===== config.mk =====
export PLATFORM = sky130hd
export DESIGN_NAME = retrigger_oneshot
export DESIGN_NICKNAME = d
export VERILOG_FILES = /design/src/rtl/retrigger_oneshot.sv
export SDC_FILE = /design/constraint.sdc
export NUM_CORES = 2
export LEC_CHECK = 0
export BUFFER_PORTS_ARGS = -buffer_cell sky130_fd_sc_hd__buf_4
export CAP_MARGIN = 30
export CORE_UTILIZATION = 55
export CTS_CLUSTER_SIZE = 25
export DETAILED_ROUTE_END_ITERATION = 10
export GPL_ROUTABILITY_DRIVEN = 1
export PLACE_DENSITY = 0.74
export SYNTH_ARGS = -nofsm -noshare
export SYNTH_HDL_FRONTEND = slang
export SYNTH_SLANG_ARGS = --single-unit

===== constraint.sdc =====
create_clock -name clk -period 26.1 [get_ports clk]
set_input_delay 3.915 -clock clk [delete_from_list [all_inputs] [get_ports clk]]
set_output_delay 3.915 -clock clk [all_outputs]
set_load 0.005 [all_outputs]

===== src/rtl/retrigger_oneshot.sv =====
// retrigger_oneshot
//   Bank of WIDTH independent retriggerable one-shots with active-low outputs.
//   Each channel detects a rising edge on its trigger input. On an armed edge it
//   drives q low for max(width_cfg,1) cycles. It then optionally holds q high
//   for a dead time of dead_cfg cycles, during which further edges are dropped.
//   A lost trigger latches a sticky 'missed' flag.
//
//   Build option:
//     RETRIG_SYNC_EN - inserts a two-flop synchronizer ahead of the input
//                      register stage, adding two cycles of trigger latency.
//
//   Ports:
//     clk          clock; all state changes on its rising edge
//     rst          asynchronous active-high reset
//     pulse        per-channel trigger inputs
//     act          per-channel arm (1 = armed)
//     width_cfg    pulse length in cycles (0 behaves as 1), sampled at load
//     dead_cfg     dead time in cycles (0 = no dead time), sampled at entry
//     retrig_mode  1 = an edge while active restarts the pulse
//     clr_missed   synchronous clear of all missed flags (a same-cycle set wins)
//     q            active-low one-shot outputs, idle high
//     missed       sticky lost-trigger flags
//     state_dbg    per-channel FSM state, 2 bits per channel (0 idle, 1 active, 2 dead)
//
//   There are no valid/ready handshakes on this block. All inputs are level
//   signals that are sampled on every clock.
module retrigger_oneshot #(
  parameter int WIDTH = 48,
  parameter int CNT_W = 8
) (
  input  logic                 clk,
  input  logic                 rst,
  input  logic [WIDTH-1:0]     pulse,
  input  logic [WIDTH-1:0]     act,
  input  logic [CNT_W-1:0]     width_cfg,
  input  logic [CNT_W-1:0]     dead_cfg,
  input  logic                 retrig_mode,
  input  logic                 clr_missed,
  output logic [WIDTH-1:0]     q,
  output logic [WIDTH-1:0]     missed,
  output logic [2*WIDTH-1:0]   state_dbg
);

  typedef enum logic [1:0] {
    S_IDLE   = 2'd0,
    S_ACTIVE = 2'd1,
    S_DEAD   = 2'd2
  } state_t;

  state_t           state [WIDTH];
  logic [CNT_W-1:0] cnt   [WIDTH];

  logic [WIDTH-1:0] pulse_in;
  logic [WIDTH-1:0] pulse_r;
  logic [WIDTH-1:0] pulse_d;
  logic [WIDTH-1:0] trig;
  logic [WIDTH-1:0] miss_set;
  logic [CNT_W-1:0] width_load;

`ifdef RETRIG_SYNC_EN
  logic [WIDTH-1:0] sync1;
  logic [WIDTH-1:0] sync2;

  // Reset to 1 so that a line held high through reset does not look like a rising edge.
  always_ff @(posedge clk or posedge rst) begin
    if (rst) begin
      sync1 <= '1;
      sync2 <= '1;
    end else begin
      sync1 <= pulse;
      sync2 <= sync1;
    end
  end

  assign pulse_in = sync2;
`else
  assign pulse_in = pulse;
`endif

  // The edge detector also resets to 1 for the same reason.
  always_ff @(posedge clk or posedge rst) begin
    if (rst) begin
      pulse_r <= '1;
      pulse_d <= '1;
    end else begin
      pulse_r <= pulse_in;
      pulse_d <= pulse_r;
    end
  end

  assign trig       = pulse_r & ~pulse_d;
  assign width_load = (width_cfg == '0) ? CNT_W'(1) : width_cfg;

  // Lost-trigger events are only counted while the channel is armed. An edge
  // that arrives in the same cycle as a transition is judged against the
  // state before that transition.
  always_comb begin
    miss_set = '0;
    for (int i = 0; i < WIDTH; i++) begin
      if (trig[i] && act[i]) begin
        if ((state[i] == S_ACTIVE && !retrig_mode) || state[i] == S_DEAD) begin
          miss_set[i] = 1'b1;
        end
      end
    end
  end

  // Sticky flags: the clear is applied first, then new sets are ORed in, so a set wins.
  always_ff @(posedge clk or posedge rst) begin
    if (rst) begin
      missed <= '0;
    end else begin
      missed <= (missed & ~{WIDTH{clr_missed}}) | miss_set;
    end
  end

  always_ff @(posedge clk or posedge rst) begin
    if (rst) begin
      q <= '1;
      for (int i = 0; i < WIDTH; i++) begin
        state[i] <= S_IDLE;
        cnt[i]   <= '0;
      end
    end else begin
      for (int i = 0; i < WIDTH; i++) begin
        case (state[i])
          S_IDLE: begin
            if (trig[i] && act[i]) begin
              state[i] <= S_ACTIVE;
              cnt[i]   <= width_load;
              q[i]     <= 1'b0;
            end
          end

          S_ACTIVE: begin
            if (!act[i]) begin
              state[i] <= S_IDLE;
              cnt[i]   <= '0;
              q[i]     <= 1'b1;
            end else if (trig[i] && retrig_mode) begin
              // Restart the count. q is already low, so no high glitch can occur.
              cnt[i] <= width_load;
            end else if (cnt[i] <= CNT_W'(1)) begin
              q[i] <= 1'b1;
              if (dead_cfg == '0) begin
                state[i] <= S_IDLE;
                cnt[i]   <= '0;
              end else begin
                state[i] <= S_DEAD;
                cnt[i]   <= dead_cfg;
              end
            end else begin
              cnt[i] <= cnt[i] - CNT_W'(1);
            end
          end

          S_DEAD: begin
            if (!act[i] || cnt[i] <= CNT_W'(1)) begin
              state[i] <= S_IDLE;
              cnt[i]   <= '0;
            end else begin
              cnt[i] <= cnt[i] - CNT_W'(1);
            end
          end

          default: begin
            state[i] <= S_IDLE;
            cnt[i]   <= '0;
            q[i]     <= 1'b1;
          end
        endcase
      end
    end
  end

  always_comb begin
    state_dbg = '0;
    for (int i = 0; i < WIDTH; i++) begin
      state_dbg[2*i +: 2] = state[i];
    end
  end

endmodule


==> flow_metrics.env <==
export IMPL_residual_drc=0
export IMPL_tritoncts="done"
export IMPL_rsz_0062_raised_after_global_routing="false"
export IMPL_cp_data_arrival_time_ns=7.02
export IMPL_route_vias_total=44600
export IMPL_cts_resized_gates=0
export IMPL_drt_antenna_violating_nets=0
export IMPL_drt_pre_antenna_iters=9
export IMPL_met2WireLength_um=66700
export IMPL_fin_worst_skew_ns=0.0193
export IMPL_cts_root_buffer_cell="clkbuf_16"
export IMPL_route_detailed_wl_per_inst_um=23.2
export IMPL_leading_cell_types_in_the_layout_fill_and_taps_excluded="528 x dfrtp_1, 516 x nor2_1, 404 x nand2_1"
export IMPL_initialDrtViolationCount=4857
export IMPL_outcome="finished clean"
export IMPL_clock_tree_htree_level_count=3
export IMPL_seqPwrFrac=0.365
export IMPL_cts_post_setup_buffers_inserted=0
export IMPL_die_ar_mm2=0.0840
export IMPL_clkPwrFrac=0.243
export IMPL_area_growth_synth_to_final_pct=12.2
export IMPL_period_share=0.248
export IMPL_grt_ovfl_total=0
export IMPL_finalWirelength_um=152000
export IMPL_final_layout_size_suffix_gt1_frac=0.136
export IMPL_ir_drop_uv=54.7
export IMPL_io_buffers=307
export IMPL_holdCritPathClass="reg2reg"
export IMPL_top_layer="met5"
export IMPL_routabilityCongestion=0.939
export IMPL_synth_net_count=5536
export IMPL_start_util=0.556
export IMPL_wl_met3_um=15400
export IMPL_antenna_found_initial=4
export IMPL_finalInstanceArea_mm2=0.0511
export IMPL_path_class="in2reg"
export IMPL_pin_count_of_the_biggest_net_entering_global_routing=128
export IMPL_worst_setup_path_start_kind="primary input"
export IMPL_post_dp_cell_area_mm2=0.0483
export IMPL_clk_pin_slew_ns=0.06
export IMPL_cell_internal_pwr_w=0.00288
export IMPL_floorplan_die_width_um=290
export IMPL_grt_pass1_vias=41300
export IMPL_post_drt_via_cell_ratio=6.79
export IMPL_die_y_um=290
export IMPL_post_synth_instance_area_mm2=0.0455
export IMPL_timing_max_slew_rel_slack=0.224
export IMPL_max_cap_viol_count=0
export IMPL_met1Wirelength_um=62000
export IMPL_post_synth_inst_count=5324
export IMPL_cts_inserted_buffers=79
export IMPL_final_worst_path_period_need_ns=6.48
export IMPL_yosys_most_used_dff="dfrtp_1"
export IMPL_transition_at_the_pin_with_the_smallest_max_transition_slack_ns=1.16
export IMPL_synth_seq_cells=672
export IMPL_synth_enable_flop_cells=0
export IMPL_grt_usage=0.355
export IMPL_net_switching_power_w=0.00191
export IMPL_core_area_mm2=0.0820
export IMPL_power_leakage_nw=21.4
export IMPL_cp_max_fo=51
export IMPL_clk_latency_ns=0.64
export IMPL_final_nets=5637
export IMPL_power_share_switching=0.398
export IMPL_clock_sink_count=672
export IMPL_synth_yosys_seq_area_share=0.373
export IMPL_io_pin_count=308
export IMPL_detailed_placement_hpwl_um=95500
export IMPL_final_fill_count=7100
export IMPL_worst_endpoint_required_ns=26.64
export IMPL_grt_pass1_wl_um=236000
export IMPL_timing_fmax_mhz=154
export IMPL_finalHoldViolCount=0
export IMPL_layout_commonest_cell="dfrtp_1"
export IMPL_power_frac_comb=0.392
export IMPL_yosysUniqueCellTypes=92
export IMPL_post_cts_hold_buffer_count=0
export IMPL_timing_setup_tns_ns=0
export IMPL_clock_tree_buffer_depth=3
export IMPL_kind_of_capture_point_of_the_worst_setup_path="flop"
export IMPL_asyncSetResetFlopFracSynth=1.00
export IMPL_final_max_slew_viol_count=0
export IMPL_std_cell_rows=105
export IMPL_syn_mean_instance_area_um2=8.55
export IMPL_setup_viol=0
export IMPL_power_density_mw_per_mm2=93.8
export IMPL_synth_yosys_warnings=0
==> sequential cells by signal (all words and copies together), names as in the netlist <==
name / count
missed: 48
q: 48
pulse_r: 48
pulse_d: 48
state_dbg: 96
cnt: 384
==> metrics by stage <==
| stage | util | power [W] | worst slack (ns) | hold WS [ns] | std cells |
|---|---|---|---|---|---|
| CTS | 0.622 | 0.00476 | 19.60 | 0.372 | 6554 |
| global placement | 0.588 | 0.00352 | 18.96 | 0.361 | 6401 |
| finish | 0.623 | 0.00479 | 19.62 | 0.369 | 6561 |
| floorplan | - | 0.00309 | 3.59 | 0.356 | 5324 |
| global route | 0.623 | 0.00511 | 19.46 | 0.381 | 6559 |
| detailed placement | 0.589 | 0.00358 | 18.92 | 0.363 | 6410 |
==> routing by layer <==
metal	vias up	track usage
met5	-	0
met4	2	0.176
met3	512	0.0627
met2	2362	0.535
met1	21400	0.491
li1	20300	-
==> cell families after synthesis <==
kind of cell             after synthesis  share of synthesized area
adder cells (fa/ha/maj)               96                     0.0264
flip-flops                           672                      0.373
XOR/XNOR                             183                     0.0352
buffers and inverters                556                     0.0463
AND/OR/NAND/NOR                     2020                      0.234
AO/OA/AOI/OAI                       1712                      0.266
multiplexers                          85                     0.0194
==> synthesized netlist by cell type (48+ instances only) <==
| cell | instances | area share |
|---|---|---|
| nand3b_1 | 115 | 0.019 |
| nor3b_1 | 53 | 0.0087 |
| o221ai_1 | 48 | 0.0092 |
| and2_1 | 54 | 0.0074 |
| ha_1 | 96 | 0.026 |
| o2bb2ai_1 | 75 | 0.014 |
| a211oi_1 | 73 | 0.012 |
| xnor2_1 | 102 | 0.020 |
| and3b_1 | 71 | 0.014 |
| dfstp_2 | 144 | 0.083 |
| a22oi_1 | 57 | 0.0094 |
| a21oi_1 | 317 | 0.035 |
| nor3_1 | 180 | 0.020 |
| nand2b_1 | 56 | 0.0077 |
| clkbuf_1 | 306 | 0.025 |
| a21o_1 | 50 | 0.0082 |
| inv_1 | 211 | 0.017 |
| nand2_1 | 405 | 0.033 |
| a222oi_1 | 59 | 0.013 |
| o21ai_0 | 306 | 0.034 |
| nor2_1 | 516 | 0.043 |
| o211ai_1 | 85 | 0.014 |
| mux2i_1 | 58 | 0.013 |
| or4_1 | 57 | 0.0094 |
| nor2b_1 | 94 | 0.013 |
| nor4_1 | 74 | 0.010 |
| nand3_1 | 120 | 0.013 |
| or3_1 | 95 | 0.013 |
| o22ai_1 | 71 | 0.0098 |
| a221o_1 | 75 | 0.016 |
| xor2_1 | 81 | 0.016 |
| a221oi_1 | 66 | 0.013 |
| dfrtp_1 | 528 | 0.29 |
==> worst max-delay path: stages <==
cell,delay [ns]
buf_4,0.57
clkinv_2,0.76
buf_4,0.59
a211oi_1,0.77
a22oi_1,0.20
o211ai_1,0.14
==> final timing paths <==
path / slack (ns) / endpoint / start / cells past startpoint
min in group asynchronous: 3.40 / state_dbg[24] / rst / 2
max in group asynchronous: 20.05 / cnt[82] / rst / 6
max: 19.62 / cnt[292] / retrig_mode / 6
min: 0.37 / pulse_d[20] / pulse_r[20] / 0
min reg2reg: 0.37 / pulse_d[20] / pulse_r[20] / 0
max reg2reg: 23.48 / cnt[211] / cnt[208] / 6
==> layout make-up <==
class,count,area [µm²],area share
antenna,3,7.51,0.000147
clock buffer,108,2260,0.0442
clock inverter,36,444,0.00869
inverter,216,821,0.0161
multi-input combinational,4096,26500,0.518
sequential,672,17000,0.333
tap,1070,1340,0.0262
timing repair buffer,360,2750,0.0539
==> power groups by stage <==
stage                     combinational (W)  sequential [W]  clock [W]
after floorplan                     0.00147         0.00162          0
after global placement              0.00179         0.00173          0
after detailed placement            0.00183         0.00174          0
after CTS                           0.00185         0.00173    0.00118
after global routing                0.00209         0.00179    0.00123
final                               0.00188         0.00175    0.00117
(Power assumes the default switching activity.)
